$ cat config.mk
export PLATFORM = sky130hd
export DESIGN_NAME = sqrt_ctrl
export DESIGN_NICKNAME = d
export VERILOG_FILES = /design/src/rtl/sqrt_ctrl_pkg.sv /design/src/rtl/sqrt_step_counter.sv /design/src/rtl/sqrt_ctrl.sv
export SDC_FILE = /design/constraint.sdc
export NUM_CORES = 1
export LEC_CHECK = 0
export ABC_CLOCK_PERIOD_IN_PS = 1700
export BUFFER_PORTS_ARGS = -buffer_cell sky130_fd_sc_hd__buf_2
export CAP_MARGIN = 20
export CORE_UTILIZATION = 46
export CTS_CLUSTER_SIZE = 30
export DETAILED_ROUTE_END_ITERATION = 10
export HOLD_SLACK_MARGIN = 0.03
export PLACE_DENSITY = 0.68
export SLEW_MARGIN = 20
export SYNTH_ARGS = -nofsm -noshare
export SYNTH_HDL_FRONTEND = slang
export SYNTH_SLANG_ARGS = --single-unit
$ cat constraint.sdc
create_clock -name clk -period 1.7 [get_ports clk]
set_clock_uncertainty 0.15 [all_clocks]
set_input_delay 0.34 -clock clk [delete_from_list [all_inputs] [get_ports clk]]
set_output_delay 0.34 -clock clk [all_outputs]
set_load 0.005 [all_outputs]
$ cat src/rtl/sqrt_ctrl_pkg.sv
// Shared types and default constants for the square-root step controller.
// The optional cycle counter in sqrt_ctrl is enabled by defining SQRT_CTRL_CYCLE_CNT_EN.
package sqrt_ctrl_pkg;

    // Default datapath latency and step limits
    localparam int unsigned DEF_LAT        = 3;
    localparam int unsigned DEF_MAX_COARSE = 32;
    localparam int unsigned DEF_MAX_FINE   = 8;

    // Controller states
    typedef enum logic [2:0] {
        StIdle,
        StLoad,
        StCIssue,
        StCWait,
        StFIssue,
        StFWait,
        StDone,
        StErr
    } state_e;

    // Width able to hold every value 0..limit
    function automatic int unsigned cnt_width(input int unsigned limit);
        return (limit < 1) ? 1 : $clog2(limit + 1);
    endfunction

endpackage

$ cat src/rtl/sqrt_step_counter.sv
// Saturating step counter: clears on request, counts issued steps and flags when the
// configured limit has been reached. It never wraps.
module sqrt_step_counter
    import sqrt_ctrl_pkg::*;
#(
    parameter int unsigned LIMIT = DEF_MAX_FINE
) (
    input  logic clk,
    input  logic rst,
    input  logic clr,
    input  logic inc,
    output logic at_limit
);

    localparam int unsigned W = cnt_width(LIMIT);

    logic [W-1:0] cnt_q;
    logic [W-1:0] cnt_d;

    assign at_limit = (cnt_q == W'(LIMIT));

    // Next count: clear wins, increment stops at the limit
    always_comb begin
        cnt_d = cnt_q;
        if (clr) begin
            cnt_d = '0;
        end else if (inc && !at_limit) begin
            cnt_d = cnt_q + W'(1);
        end
    end

    // Count register
    always_ff @(posedge clk or posedge rst) begin
        if (rst) begin
            cnt_q <= '0;
        end else begin
            cnt_q <= cnt_d;
        end
    end

endmodule

$ cat src/rtl/sqrt_ctrl.sv
// Control FSM for an iterative square-root datapath. A computation loads the input, then
// issues coarse (+8) steps until the datapath reports overshoot (N_i), then fine (+1) steps
// until overshoot again. Each step is one issue cycle plus LAT wait cycles; N_i is only
// looked at on the final wait cycle. Running out of steps ends in ERR.
// Optional feature: define SQRT_CTRL_CYCLE_CNT_EN to add the 8-bit cycles_o busy-cycle count.
module sqrt_ctrl
    import sqrt_ctrl_pkg::*;
#(
    parameter int unsigned LAT        = DEF_LAT,
    parameter int unsigned MAX_COARSE = DEF_MAX_COARSE,
    parameter int unsigned MAX_FINE   = DEF_MAX_FINE
) (
    input  logic       clk,
    input  logic       rst,
    input  logic       start_i,
    input  logic       ack_i,
    input  logic       N_i,
    output logic       wr_input_o,
    output logic       en_pipe_o,
    output logic       mux_root_o,
    output logic       ready_o,
    output logic       busy_o,
    output logic       done_o,
    output logic       err_o
`ifdef SQRT_CTRL_CYCLE_CNT_EN
    ,
    output logic [7:0] cycles_o
`endif
);

    localparam int unsigned WAIT_W = (LAT > 1) ? $clog2(LAT) : 1;

    state_e state_q;
    state_e state_d;

    logic [WAIT_W-1:0] wait_q;
    logic [WAIT_W-1:0] wait_d;
    logic              last_wait;

    logic cnt_clr;
    logic coarse_inc;
    logic fine_inc;
    logic coarse_at_limit;
    logic fine_at_limit;

    assign last_wait  = (wait_q == WAIT_W'(LAT - 1));
    assign cnt_clr    = (state_q == StLoad);
    assign coarse_inc = (state_q == StCIssue);
    assign fine_inc   = (state_q == StFIssue);

    sqrt_step_counter #(
        .LIMIT (MAX_COARSE)
    ) u_coarse_cnt (
        .clk      (clk),
        .rst      (rst),
        .clr      (cnt_clr),
        .inc      (coarse_inc),
        .at_limit (coarse_at_limit)
    );

    sqrt_step_counter #(
        .LIMIT (MAX_FINE)
    ) u_fine_cnt (
        .clk      (clk),
        .rst      (rst),
        .clr      (cnt_clr),
        .inc      (fine_inc),
        .at_limit (fine_at_limit)
    );

    // Next-state logic and wait-cycle counter control
    always_comb begin
        state_d = state_q;
        wait_d  = wait_q;
        unique case (state_q)
            StIdle: begin
                if (start_i) begin
                    state_d = StLoad;
                end
            end
            StLoad: begin
                state_d = StCIssue;
            end
            StCIssue: begin
                wait_d  = '0;
                state_d = StCWait;
            end
            StCWait: begin
                if (last_wait) begin
                    if (N_i) begin
                        state_d = StFIssue;
                    end else if (coarse_at_limit) begin
                        state_d = StErr;
                    end else begin
                        state_d = StCIssue;
                    end
                end else begin
                    wait_d = wait_q + WAIT_W'(1);
                end
            end
            StFIssue: begin
                wait_d  = '0;
                state_d = StFWait;
            end
            StFWait: begin
                if (last_wait) begin
                    if (N_i) begin
                        state_d = StDone;
                    end else if (fine_at_limit) begin
                        state_d = StErr;
                    end else begin
                        state_d = StFIssue;
                    end
                end else begin
                    wait_d = wait_q + WAIT_W'(1);
                end
            end
            StDone, StErr: begin
                // Result is held until acknowledged; ack with start chains straight into LOAD
                if (ack_i) begin
                    state_d = start_i ? StLoad : StIdle;
                end
            end
            default: begin
                state_d = StIdle;
            end
        endcase
    end

    // State and wait-counter registers
    always_ff @(posedge clk or posedge rst) begin
        if (rst) begin
            state_q <= StIdle;
            wait_q  <= '0;
        end else begin
            state_q <= state_d;
            wait_q  <= wait_d;
        end
    end

    // Outputs decoded purely from the registered state
    always_comb begin
        wr_input_o = 1'b0;
        en_pipe_o  = 1'b0;
        mux_root_o = 1'b0;
        ready_o    = 1'b0;
        busy_o     = 1'b0;
        done_o     = 1'b0;
        err_o      = 1'b0;
        unique case (state_q)
            StIdle: begin
            end
            StLoad: begin
                wr_input_o = 1'b1;
                busy_o     = 1'b1;
            end
            StCIssue: begin
                en_pipe_o  = 1'b1;
                mux_root_o = 1'b1;
                busy_o     = 1'b1;
            end
            StCWait: begin
                mux_root_o = 1'b1;
                busy_o     = 1'b1;
            end
            StFIssue: begin
                en_pipe_o = 1'b1;
                busy_o    = 1'b1;
            end
            StFWait: begin
                busy_o = 1'b1;
            end
            StDone: begin
                ready_o = 1'b1;
                done_o  = 1'b1;
            end
            StErr: begin
                done_o = 1'b1;
                err_o  = 1'b1;
            end
            default: begin
            end
        endcase
    end

`ifdef SQRT_CTRL_CYCLE_CNT_EN
    logic [7:0] cyc_q;
    logic [7:0] cyc_d;

    assign cycles_o = cyc_q;

    // LOAD restarts the count at one (itself); later busy cycles add one, saturating
    always_comb begin
        cyc_d = cyc_q;
        if (state_q == StLoad) begin
            cyc_d = 8'd1;
        end else if (busy_o && (cyc_q != 8'hFF)) begin
            cyc_d = cyc_q + 8'd1;
        end
    end

    // Cycle-count register
    always_ff @(posedge clk or posedge rst) begin
        if (rst) begin
            cyc_q <= '0;
        end else begin
            cyc_q <= cyc_d;
        end
    end
`endif

endmodule

## Yosys cells after proc, flatten, opt, wreduce, memory -nomap -nowiden

Cells that the tools add are included.

- $add $sub $neg: 3
- Equal/unequal tests: 15
- Muxes and demuxes: 23
- Reduce and logical (&&, ||, !) cells: 15

Operators by type and width:

| operator | number |
|---|---|
| $pmux 3 s7 | 1 |
| $mux 3 | 6 |
| $eq 3x3->1 const B | 4 |
| $mux 6 | 2 |
| $mux 1 | 8 |
| $mux 4 | 2 |
| $ne 2x2->1 const B | 4 |
| $reduce_or 2->1 | 4 |
| $add 6x1->6 const B | 1 |
| $eq 3x2->1 const B | 2 |
| $eq 6x6->1 const B | 1 |
| $mux 2 | 3 |
| $reduce_bool 2->1 | 3 |
| $reduce_or 5->1 | 1 |
| $add 4x1->4 const B | 1 |
| $eq 4x4->1 const B | 1 |
| $pmux 2 s2 | 1 |
| $reduce_and 4->1 | 1 |
| $eq 3x1->1 const B | 1 |
| $logic_not 3->1 | 1 |
| $add 2x1->2 const B | 1 |
| $eq 2x2->1 const B | 1 |
| $logic_and 1x1->1 | 2 |
| $logic_not 1->1 | 2 |
| other kinds (2) | 2 |

- Flip-flop bits (word level): 15
- Input port bits: 5
- Output and inout port bits: 7
- Word-level logic and storage cells: 60

## Logic depth before layout (Yosys ltp)

Gate-level depths: netlist of run 1.

- Depth after elaboration: 5
- Mapped depth: 6
- Gate-level depth less buffers: 5

## Hierarchy

From an unflattened synthesis of run 1, not the netlist that was laid out.

- Cells, all modules: 123
- Area total of the unflattened synthesis: 1068.5 µm²

Modules (own cells, without submodules):

| module | instances | cells an instance | area an instance (µm²) | sequential area each (µm²) |
|---|---|---|---|---|
| sqrt_ctrl | 1 | 56 | 440.4 | 125.1 |
| sqrt_step_counter (u_coarse_cnt) | 1 | 42 | 391.6 | 150.1 |
| sqrt_step_counter (u_fine_cnt) | 1 | 25 | 236.5 | 100.1 |

## Worst setup path before layout of run 1

Ideal clock, no wire load.

- Kind: register -> register
- Start: register u_fine_cnt.cnt_q[0]
- End: register u_fine_cnt.cnt_q[2]
- Library setup time: 78 ps
- Arrival: 1378 ps
- Required time: 1472 ps
- Path slack: 95 ps
- Cell stages (with the launch flop): 6
- Path buffers: 0
- Period minus slack after synthesis: 1605 ps
- Cells stage by stage: dfrtp_1 > inv_1 > ha_1 > and3b_1 > or4_1 > a21oi_1

- Word-level cells in the longest chain between the ends: 4
- Elaborated cells on any way between the ends: 7
- Those cells by class: add/sub (1); eq/ne (1); mux (2); reduce/logical (3)

RTL lines:

| item | line | RTL |
|---|---|---|
| start, declared | sqrt_step_counter.sv:17 | `logic [W-1:0] cnt_q;` |
| start signal, assigned | sqrt_step_counter.sv:37 | `cnt_q <= cnt_d;` |
| parallel branches: the longest is 4 deep, another holds $add 4x1->4 | - |  |

Parallel ways; which one is timed is not known. The select of a mux whose other input is x is not followed.
A chain may end at the register's enable or synchronous reset.

## Worst setup path in the final report of run 1

- Start: register state_q[1]
- End: register u_fine_cnt.cnt_q[2]

- Word-level cells in the longest chain between the ends: 3
- Elaborated cells on any way between the ends: 5
- Those cells by class: eq/ne (2); mux (1); reduce/logical (2)

RTL lines:

| item | line | RTL |
|---|---|---|
| start, declared | sqrt_ctrl.sv:33 | `state_e state_q;` |
| start signal, assigned | sqrt_ctrl.sv:133 | `state_q <= StIdle;` |
| start signal, assigned | sqrt_ctrl.sv:136 | `state_q <= state_d;` |
| $eq 3x3->1 | sqrt_ctrl.sv:49 | `assign fine_inc = (state_q == StFIssue);` |
| $logic_and 1x1->1 | sqrt_step_counter.sv:27 | `end else if (inc && !at_limit) begin` |
| $reduce_bool 2->1 (no source line) | - |  |

Several ways; a longest one is shown, not always the timed one.

==> results of run 1 <==
cell usage in the layout (no fill, tap or decap), types with 3 or more instances in the layout:
cell                       instances
sky130_fd_sc_hd__nand2_1           7
sky130_fd_sc_hd__dfrtp_1          14
sky130_fd_sc_hd__buf_2            12
sky130_fd_sc_hd__nand3b_1          3
sky130_fd_sc_hd__o21ai_0          12
sky130_fd_sc_hd__nor2_1            6
sky130_fd_sc_hd__inv_1             9
sky130_fd_sc_hd__clkbuf_4          3
sky130_fd_sc_hd__buf_4            21
sky130_fd_sc_hd__a31oi_1           3
sky130_fd_sc_hd__a21oi_1           5
sky130_fd_sc_hd__nand3_1           6
sky130_fd_sc_hd__ha_1              5
sky130_fd_sc_hd__a21oi_2           4
sky130_fd_sc_hd__buf_6             6
power breakdown:
group	internal (mW)	total [mW]	switching (mW)
Clock	0.0879	0.220	0.132
Sequential	0.460	0.555	0.0956
Combinational	0.759	1.50	0.738
timing repair:
action / 4_1_cts / 5_1_grt
hold buffers: 1 / 0
pin swaps: 3 / 6
setup endpoints to repair: 7 / 10
endpoints found under the hold margin: 15 / 0
resized for setup: 16 / 10
setup buffers: 11 / 3
gates cloned: 1 / 0
worst paths after layout:
kind	startpoint	end	cells after the start
min in group asynchronous	rst	u_coarse_cnt.cnt_q[5]$_DFFE_PP0P_	3
setup reg to reg	state_q[1]$_DFFE_PP0P_	u_fine_cnt.cnt_q[2]$_DFFE_PP0P_	4
max in group asynchronous	rst	state_q[1]$_DFFE_PP0P_	3
setup / recovery	state_q[1]$_DFFE_PP0P_	u_fine_cnt.cnt_q[2]$_DFFE_PP0P_	4
hold reg to reg	u_fine_cnt.cnt_q[3]$_DFFE_PP0P_	u_fine_cnt.cnt_q[3]$_DFFE_PP0P_	1
hold / removal	ack_i	state_q[2]$_DFFE_PP0P_	3
per-layer routing:
| layer | GRT usage (%) | part of all wire (%) | up-vias |
|---|---|---|---|
| li1 | - | - | 529 |
| met1 | 29.0 | 43 | 526 |
| met2 | 44.7 | 53 | 20 |
| met3 | 5.86 | 2.9 | 4 |
| met4 | 11.0 | 1.0 | 0 |
| met5 | 0 | 0 | - |
metrics by stage:
| stage | util, % | instances |
|---|---|---|
| 5_1_grt | 70.3 | 187 |
| 2_1_floorplan | - | 123 |
| 3_3_place_gp | 58.3 | 167 |
| 4_1_cts | 67.2 | 184 |
| 6_report | 70.3 | 187 |
| 3_5_place_dp | 58.3 | 167 |
tightest hold or removal path, stage by stage:
cell                      delay (ns)
sky130_fd_sc_hd__buf_2          0.11
sky130_fd_sc_hd__nand2_1        0.06
sky130_fd_sc_hd__a22o_1         0.12
final cells by class:
| class | count | area, um^2 |
|---|---|---|
| fill | 171 | 606 |
| tap | 27 | 33.8 |
| clock inverter | 1 | 5.00 |
| timing repair buffer | 40 | 295 |
| sequential | 15 | 377 |
| multi-input combinational | 90 | 662 |
| inverter | 11 | 41.3 |
| clock buffer | 3 | 22.5 |
state kept, by name, indices dropped and copies added (netlist names):
name and cells:
state_q 3, u_coarse_cnt.cnt_q 6, u_fine_cnt.cnt_q 4, wait_q 2
logic make-up (layout without fill, tap and decap cells):
group	count (synthesis)	after routing
AO/OA/AOI/OAI	39	39
XOR/XNOR	1	1
adder cells (fa/ha/maj)	5	5
buffers and inverters	18	55
flip-flops	15	15
multiplexers	1	1
AND/OR/NAND/NOR	44	44
==> reports/results.ini, run 1 <==
[clock_tree]
clk_latency_ns=0.30
ctsLongestPathBuffers=2
cts_buffers=3
numClockSinks=15
cts_htree_levels=1
cts_root_buffer=sky130_fd_sc_hd__clkbuf_4
cts_tree=done
clk_pin_slew_ns=0.10

[synthesis]
synth-edff-count=0
synth.ff_latch_count=15
synth-seq-area-share_pct=36.2
post_synthesis_share_of_cell_area_spent_on_xor_and_xnor_gates_pct=0.845
synthesis.instances=123
post_synth_main_area_contributors=sky130_fd_sc_hd__dfrtp_1, sky130_fd_sc_hd__ha_1, sky130_fd_sc_hd__o21ai_0
mappedNetlistArea_mm2=0.00104
warnings_from_yosys=0
yosys.area.top_type_share_pct=36.2
synthSimpleGateAreaFrac_pct=24.4
async_reset_ff_share_pct=100
synth-adder-area-share_pct=6.04
dominantRegCellSynth=sky130_fd_sc_hd__dfrtp_1
syn_nets=133
combinational_family_with_the_most_area_after_synthesis=compound AO/OA/AOI/OAI gates
yosysUniqueCellTypes=41
synth_compound_gate_area_share_pct=24.4
library_cell_with_the_highest_instance_count_after_synthesis=sky130_fd_sc_hd__dfrtp_1
yosys-mux-area-fraction_pct=0.966
synth_largest_area_cell=sky130_fd_sc_hd__dfrtp_1
syn_area_per_cell_um2=8.42
synth_commonest_cells=sky130_fd_sc_hd__dfrtp_1, sky130_fd_sc_hd__o21ai_0, sky130_fd_sc_hd__inv_1, sky130_fd_sc_hd__a21oi_1, sky130_fd_sc_hd__nor2_1

[sta]
finalWorstPathRequiredPeriod_ns=1.75
finalSetupViolCount=5
max_slew_headroom_pct=60.8
fin_worst_hold_slack_ns=0.205
max_clock_freq_mhz=572
final_sum_of_negative_setup_slack_ns=-0.142
finalHoldViolations=0
rsz0062_at_grt=yes
transition_time_at_the_pin_with_the_least_slew_margin_ns=0.587
final_max_slew_viol_count=0
min_period_over_period_pct=103
fin_ws_ns=-0.0473

[worst_setup_path]
timing.critical_path.arrival_ns=1.83
startpoint_type=flip-flop
slowest_stage=sky130_fd_sc_hd__dfrtp_2
required_time_at_the_endpoint_of_the_critical_path_ns=1.79
cp_top_family=simple AND/OR/NAND/NOR gates
max_stage_delay_ns=0.45
timing.critical_path.to_type=flip-flop
ff2ff_setup_slack_ns=-0.05
worst-path-max-fanout=4
buffers_plus_inverters_on_the_worst_setup_path=1
timing_worst_setup_path_type=flip-flop to flip-flop
list_of_cells_traversed_by_the_critical_path=buf_6 > or3b_4 > or4_4 > a21oi_2

[power_and_ir_drop]
irDropWorstVdd_uv=1190
static-leakage-power_nw=0.669
fin_total_pwr_mw=2.27
power.density_mw_per_mm2=1580

[place]
dpl_cell_area_mm2=0.00119
routability_congestion_estimate_from_global_placement=0.761
post-place-ws_ns=0.0300
port_buffers=11
post-dp-hpwl_um=1820

[route]
avgRoutedWirePerCell_um=15.0
wirelength_um=2810
num_vias=1079
route.antenna.remaining_nets=0
post_drt_via_cell_ratio=5.77
route.detailed.drc=0
drt-initial-drc-count=8
drt_pre_antenna_iters=4

[grt]
vias_in_the_first_global_route=1097
grt_use_total_pct=25.3
global_route_wire_length_before_repair_um=4700
grt_max_degree=16
globalRouteOverflowTotal=0
number_of_antenna_violations_at_the_first_check_in_global_routing=0

[floorplanning]
die_y_um=49.5
die_area_mm2=0.00245
die_width_um=49.5
standard_cell_core_area_mm2=0.00204
std_cell_rows=16
io_pins=12
starting_density_of_the_core_pct=50.7

[final_layout]
synthToLayoutAreaGrowth_pct=38.6
num-nets-final=171
fraction_of_layout_cells_with_a_size_suffix_above_1_pct=38.1
stdcell_area_mm2=0.00144
num_antenna_cells=0

[job]
cap_viol_max_count=0

[outcome]
failed_checks=setup timing
run_status=complete, but fails checks

[worst_hold_path]
min-delay-path-class=input pin to flip-flop

Power figures use the tool's default switching activity.
==> run 2, diff against run 1 <==
CORE_ASPECT_RATIO = 1.2   (was not set)
TNS_END_PERCENT = 1   (was not set)
==> reports/results.ini, run 2 (same netlist as run 1, synthesis figures left out) <==
[outcome]
run_status=complete, but fails checks
failed_checks=setup timing

[floorplanning]
die_area_mm2=0.00245  ; about the same
die_width_um=45.3  ; -8.4%
starting_density_of_the_core_pct=49.5  ; -1.3 points
die_y_um=54.0  ; +9.2%
standard_cell_core_area_mm2=0.00209  ; +2.6%
io_pins=12  ; unchanged
std_cell_rows=18  ; +2

[final_layout]
num-nets-final=162  ; -5.3%
synthToLayoutAreaGrowth_pct=30.6
num_antenna_cells=0  ; unchanged
fraction_of_layout_cells_with_a_size_suffix_above_1_pct=28.5  ; -9.6 points
largest_register_ffs=6  ; unchanged
num-fill-cells=195  ; +14%
finish.utilization_pct=64.6  ; -5.8 points
reg_top3=u_coarse_cnt.cnt_q (6), u_fine_cnt.cnt_q (4), state_q (3)
finalNonFillerCells=181  ; -3.2%
top_register=u_coarse_cnt.cnt_q
layout.cells.most_common_list=sky130_fd_sc_hd__buf_4, sky130_fd_sc_hd__dfrtp_1, sky130_fd_sc_hd__o21ai_0

[clock_tree]
cts_buffers=3  ; unchanged
cts_htree_levels=1  ; unchanged
clk_pin_slew_ns=0.09  ; about the same
cts_root_buffer=sky130_fd_sc_hd__clkbuf_4
cts_tree=done
ctsLongestPathBuffers=2  ; unchanged
numClockSinks=15  ; unchanged
clk_latency_ns=0.28  ; -0.02 ns

[route]
drt_pre_antenna_iters=4  ; unchanged
route.detailed.drc=0  ; unchanged
post_drt_via_cell_ratio=5.55  ; -3.9%
drt-initial-drc-count=27  ; +19
route.antenna.remaining_nets=0  ; unchanged
avgRoutedWirePerCell_um=13.8  ; -7.9%
num_vias=1004  ; -7.0%
wirelength_um=2500  ; -11%

[worst_setup_path]
worst-path-max-fanout=5  ; +1
max_stage_delay_ns=0.47  ; +0.02 ns
list_of_cells_traversed_by_the_critical_path=buf_6 > xnor2_4 > nor2_1 > buf_2
timing.critical_path.to_type=primary output
worst-r2r-cell-count=4  ; unchanged
critical_path_cell_count=4  ; unchanged
slowest_stage=sky130_fd_sc_hd__dfrtp_2
required_time_at_the_endpoint_of_the_critical_path_ns=1.21  ; -0.58 ns
startpoint_type=flip-flop
cp_top_family=flip-flops
timing_worst_setup_path_type=flip-flop to primary output
timing.critical_path.arrival_ns=1.22  ; -0.61 ns
buffers_plus_inverters_on_the_worst_setup_path=2  ; +1

[place]
port_buffers=11  ; unchanged
post-dp-hpwl_um=1790  ; -1.7%
routability_congestion_estimate_from_global_placement=0.781  ; +2.6%
post-place-ws_ns=0.0594  ; +0.0294 ns
place.detailed.instances=171  ; +2.4%

[power_and_ir_drop]
swShare_pct=41.7  ; -0.84 points
logic_gate_share_of_total_power_pct=63.9  ; -2.0 points
sequential_cell_fraction_of_total_power_pct=26.3  ; +1.9 points
fin_total_pwr_mw=2.07  ; -8.9%
static-leakage-power_nw=0.615  ; -8.1%
clock_share_of_power_pct=9.8  ; about the same
power_switching_mw=0.862  ; -11%
internal_power_mw=1.21  ; -7.5%
power.density_mw_per_mm2=1530  ; -3.2%
irDropWorstVdd_uv=875  ; -26%

[grt]
globalRouteOverflowTotal=0  ; unchanged
global_route_wire_length_before_repair_um=4000  ; -15%
grt_max_degree=19  ; +3
number_of_antenna_violations_at_the_first_check_in_global_routing=0  ; unchanged
grt_use_total_pct=23.5  ; -1.8 points
vias_in_the_first_global_route=885  ; -19%

[sta]
finalSetupViolCount=3  ; -2
final_max_slew_viol_count=0  ; unchanged
min_period_over_period_pct=101  ; -2.3 points
finalWorstPathRequiredPeriod_ns=1.71  ; -0.0383 ns
max_slew_headroom_pct=59.5  ; -1.3 points
rsz0062_at_grt=yes
fin_ws_ns=-0.00901  ; +0.0383 ns
finalHoldViolations=0  ; unchanged
fin_worst_hold_slack_ns=0.243  ; +0.0378 ns
max_clock_freq_mhz=585  ; +2.2%
transition_time_at_the_pin_with_the_least_slew_margin_ns=0.607  ; +0.0196 ns

[worst_hold_path]
min-delay-path-class=input pin to flip-flop
min_path_cells=3  ; unchanged

[job]
cap_viol_max_count=0  ; unchanged

## run 2: cell types whose count changed in the layout (fill, tap and decap cells not counted), sizes merged
| cell | change |
|---|---|
| buf | -9 |
| clkinv | -1 |
| clkbuf | +1 |
## run 2: timing repair
action	4_1_cts	5_1_grt
setup endpoints to repair	6	8
pin swaps	3	0
hold endpoints to repair	15	0
buffers inserted	5	0
gates resized for setup	13	7
hold buffers	1	0
## run 2: stage by stage
stage	cell area [um^2]	TNS (ns)
floorplan	1040	0
global placement	1200	0
detailed placement	1200	0
CTS	1330	-0.0250
global route	1350	-0.344
finish	1350	-0.0201
## run 2: path summary, 6_finish.rpt
| kind | end | slack [ns] | from |
|---|---|---|---|
| max | en_pipe_o | -0.009 | state_q[1]$_DFFE_PP0P_ |
| min | state_q[2]$_DFFE_PP0P_ | 0.24 | ack_i |
| max reg2reg | u_fine_cnt.cnt_q[2]$_DFFE_PP0P_ | -0.009 | state_q[1]$_DFFE_PP0P_ |
| min reg2reg | u_fine_cnt.cnt_q[3]$_DFFE_PP0P_ | 0.38 | u_fine_cnt.cnt_q[3]$_DFFE_PP0P_ |
| max in group asynchronous | state_q[1]$_DFFE_PP0P_ | 0.46 | rst |
| min in group asynchronous | u_coarse_cnt.cnt_q[1]$_DFFE_PP0P_ | 0.51 | rst |
## run 2: final cells by class
cell class              count  area (um^2)  share of cell area, %
well taps                  30         37.5                   2.78
multi-input cells          90          636                   47.0
inverters                  11         43.8                   3.24
flip-flops and latches     15          377                   27.8
repair buffers             31          233                   17.2
clock buffers               4         26.3                   1.94
## run 2: worst reg2reg max path: cells and delay by family (launching register included)
family,cells,cell delay (ns)
buf+inv,1,0.15
compound gates,1,0.13
flops,1,0.47
simple gates,2,0.75
## run 2: per-layer routing
metal / vias up / wire [um] / track usage [%]
met5: - / 0 / 0
met4: 0 / 32 / 11.1
met3: 4 / 66 / 4.03
met2: 17 / 1270 / 39.4
met1: 476 / 1130 / 29.0
li1: 507 / - / -
## run 2: power groups by stage
stage | Combinational (mW) | Clock [mW] | Sequential [mW]
6_report | 1.32 | 0.202 | 0.545
5_1_grt | 1.46 | 0.236 | 0.555
4_1_cts | 1.27 | 0.213 | 0.542
3_5_place_dp | 1.06 | 0 | 0.565
3_3_place_gp | 1.04 | 0 | 0.557
2_1_floorplan | 0.730 | 0 | 0.536
==> run 3, diff against run 2 <==
ABC_CLOCK_PERIOD_IN_PS = 1600   (was 1700)
MAX_ROUTING_LAYER = met4   (was not set)
PLACE_DENSITY = 0.65   (was 0.68)
SETUP_SLACK_MARGIN = 0.2   (was not set)
clock period = 1.6 ns   (was 1.7 ns; I/O delays follow)
==> reports/results.ini, run 3 (same netlist as run 1, synthesis figures left out) <==
[final_layout]
layout_commonest_cell=sky130_fd_sc_hd__buf_4
synthToLayoutAreaGrowth_pct=45.0
final-seq-area_um2=378  ; +0.33%
layout.cells.most_common_list=sky130_fd_sc_hd__buf_4, sky130_fd_sc_hd__dfrtp_1, sky130_fd_sc_hd__buf_2
stdcell_area_mm2=0.00150  ; +11%
num-nets-final=174  ; +7.4%
top_register=u_coarse_cnt.cnt_q
num-fill-cells=179  ; -8.2%
num_antenna_cells=0  ; unchanged
multiInputGateArea_um2=699  ; +10%
largest_register_ffs=6  ; unchanged
fraction_of_layout_cells_with_a_size_suffix_above_1_pct=41.7  ; +13 points
reg_top3=u_coarse_cnt.cnt_q (6), u_fine_cnt.cnt_q (4), state_q (3)

[floorplanning]
standard_cell_core_area_mm2=0.00209  ; unchanged
io_pins=12  ; unchanged
die_y_um=54.0  ; unchanged
starting_density_of_the_core_pct=49.5  ; unchanged
die_width_um=45.3  ; unchanged
die_area_mm2=0.00245  ; unchanged
std_cell_rows=18  ; unchanged

[sta]
min_period_over_period_pct=109
fin_ws_ns=-0.138  ; -0.129 ns
rsz0062_at_grt=yes
transition_time_at_the_pin_with_the_least_slew_margin_ns=0.290  ; -0.316 ns
max_slew_headroom_pct=80.5  ; +21 points
final_max_slew_viol_count=0  ; unchanged
finalWorstPathRequiredPeriod_ns=1.74
finalHoldViolations=0  ; unchanged
finalSetupViolCount=10  ; +7
max_clock_freq_mhz=575

[power_and_ir_drop]
power.density_mw_per_mm2=1680  ; +9.4%
static-leakage-power_nw=0.679  ; +10%
irDropWorstVdd_uv=1140  ; +31%
fin_total_pwr_mw=2.52  ; +22%

[worst_setup_path]
slowest_stage=sky130_fd_sc_hd__dfrtp_2
startpoint_type=flip-flop
list_of_cells_traversed_by_the_critical_path=buf_6 > nand2_4 > inv_2 > a21oi_2 > buf_2
max_stage_delay_ns=0.47  ; about the same
timing.critical_path.to_type=primary output
timing_worst_setup_path_type=flip-flop to primary output
timing.critical_path.arrival_ns=1.27  ; +0.05 ns
worst-path-max-fanout=6  ; +1
required_time_at_the_endpoint_of_the_critical_path_ns=1.13  ; -0.08 ns
buffers_plus_inverters_on_the_worst_setup_path=3  ; +1
cp_top_family=flip-flops

[clock_tree]
cts_tree=done
cts_buffers=3  ; unchanged
clk_latency_ns=0.30  ; +0.02 ns
ctsLongestPathBuffers=2  ; unchanged
numClockSinks=15  ; unchanged
cts_root_buffer=sky130_fd_sc_hd__clkbuf_4
clk_pin_slew_ns=0.10  ; about the same
cts_htree_levels=1  ; unchanged

[grt]
global_route_wire_length_before_repair_um=4310  ; +7.6%
number_of_antenna_violations_at_the_first_check_in_global_routing=0  ; unchanged
grt_use_total_pct=25.5  ; +2.0 points
globalRouteOverflowTotal=0  ; unchanged
vias_in_the_first_global_route=1010  ; +14%
grt_max_degree=16  ; -3

[worst_hold_path]
min-delay-path-class=input pin to flip-flop

[route]
post_drt_via_cell_ratio=5.72  ; +3.0%
drt-initial-drc-count=16  ; -41%
num_vias=1103  ; +9.9%
route.antenna.remaining_nets=0  ; unchanged
drt_pre_antenna_iters=4  ; unchanged
wirelength_um=2790  ; +12%
avgRoutedWirePerCell_um=14.5  ; +4.6%
route.detailed.drc=0  ; unchanged

[place]
post-dp-hpwl_um=1850  ; +3.4%
dpl_cell_area_mm2=0.00129  ; +7.1%
routability_congestion_estimate_from_global_placement=0.824  ; +5.5%
port_buffers=11  ; unchanged

[outcome]
failed_checks=setup timing
run_status=complete, but fails checks

[job]
cap_viol_max_count=0  ; unchanged

[run 3: changes by cell type in the layout (fill, tap and decap cells not counted), sizes merged]
cell and change:
buf +12
[run 3: routing by layer]
layer / wire, um / vias to the layer above / GRT usage, %
met1: 1180 / 542 / 28.3
met3: 66 / 6 / 3.36
met2: 1480 / 22 / 44.9
met4: 62 / 0 / 11.6
met5: 0 / - / -
li1: - / 533 / -
[run 3: final timing paths]
| kind | from | end | slack [ns] | depth (start not counted) |
|---|---|---|---|---|
| worst min register to register | u_fine_cnt.cnt_q[3]$_DFFE_PP0P_ | u_fine_cnt.cnt_q[3]$_DFFE_PP0P_ | 0.36 | 1 |
| worst min-delay path | ack_i | state_q[2]$_DFFE_PP0P_ | 0.19 | 3 |
| worst max-delay path | state_q[1]$_DFFE_PP0P_ | busy_o | -0.14 | 5 |
| max in group asynchronous | rst | u_coarse_cnt.cnt_q[4]$_DFFE_PP0P_ | 0.70 | 4 |
| min in group asynchronous | rst | state_q[1]$_DFFE_PP0P_ | 0.40 | 4 |
| worst max register to register | state_q[1]$_DFFE_PP0P_ | u_fine_cnt.cnt_q[2]$_DFFE_PP0P_ | -0.03 | 3 |
[run 3: metrics by stage]
step | TNS [ns] | hold slack [ns] | worst slack, ns | utilization (%) | cells
after floorplan | 0 | 0.0715 | 0.0157 | - | 123
after global placement | 0 | 0.181 | 0.0485 | 61.4 | 182
after detailed placement | 0 | 0.183 | 0.0120 | 61.4 | 182
after CTS | -0.415 | 0.192 | -0.0985 | 69.4 | 193
after global routing | -1.09 | 0.192 | -0.173 | 71.7 | 193
final | -0.640 | 0.188 | -0.138 | 71.7 | 193
[run 3: layout make-up]
type	instances	share of cell area (%)
multi-input combinational	90	46.5
sequential	15	25.1
timing repair buffer	43	21.3
inverter	11	2.75
tap	30	2.50
clock buffer	4	1.75
[run 3: worst min-delay path: stages]
cell and delay (ns):
sky130_fd_sc_hd__buf_2 0.11, sky130_fd_sc_hd__nand2_1 0.07, sky130_fd_sc_hd__a22o_1 0.11
[run 3: power by group]
group | switching, mW | internal [mW]
combinational | 0.829 | 0.882
sequential | 0.0895 | 0.490
clock | 0.129 | 0.0972
total | 1.05 | 1.47
[run 3: timing repair]
item                                   in CTS  in global routing
endpoints found under the hold margin      15                  0
resized for setup                          26                 12
hold buffers                                1                  0
buffers inserted                            6                  0
setup endpoints to repair                  22                 22
pin swaps                                  13                  4
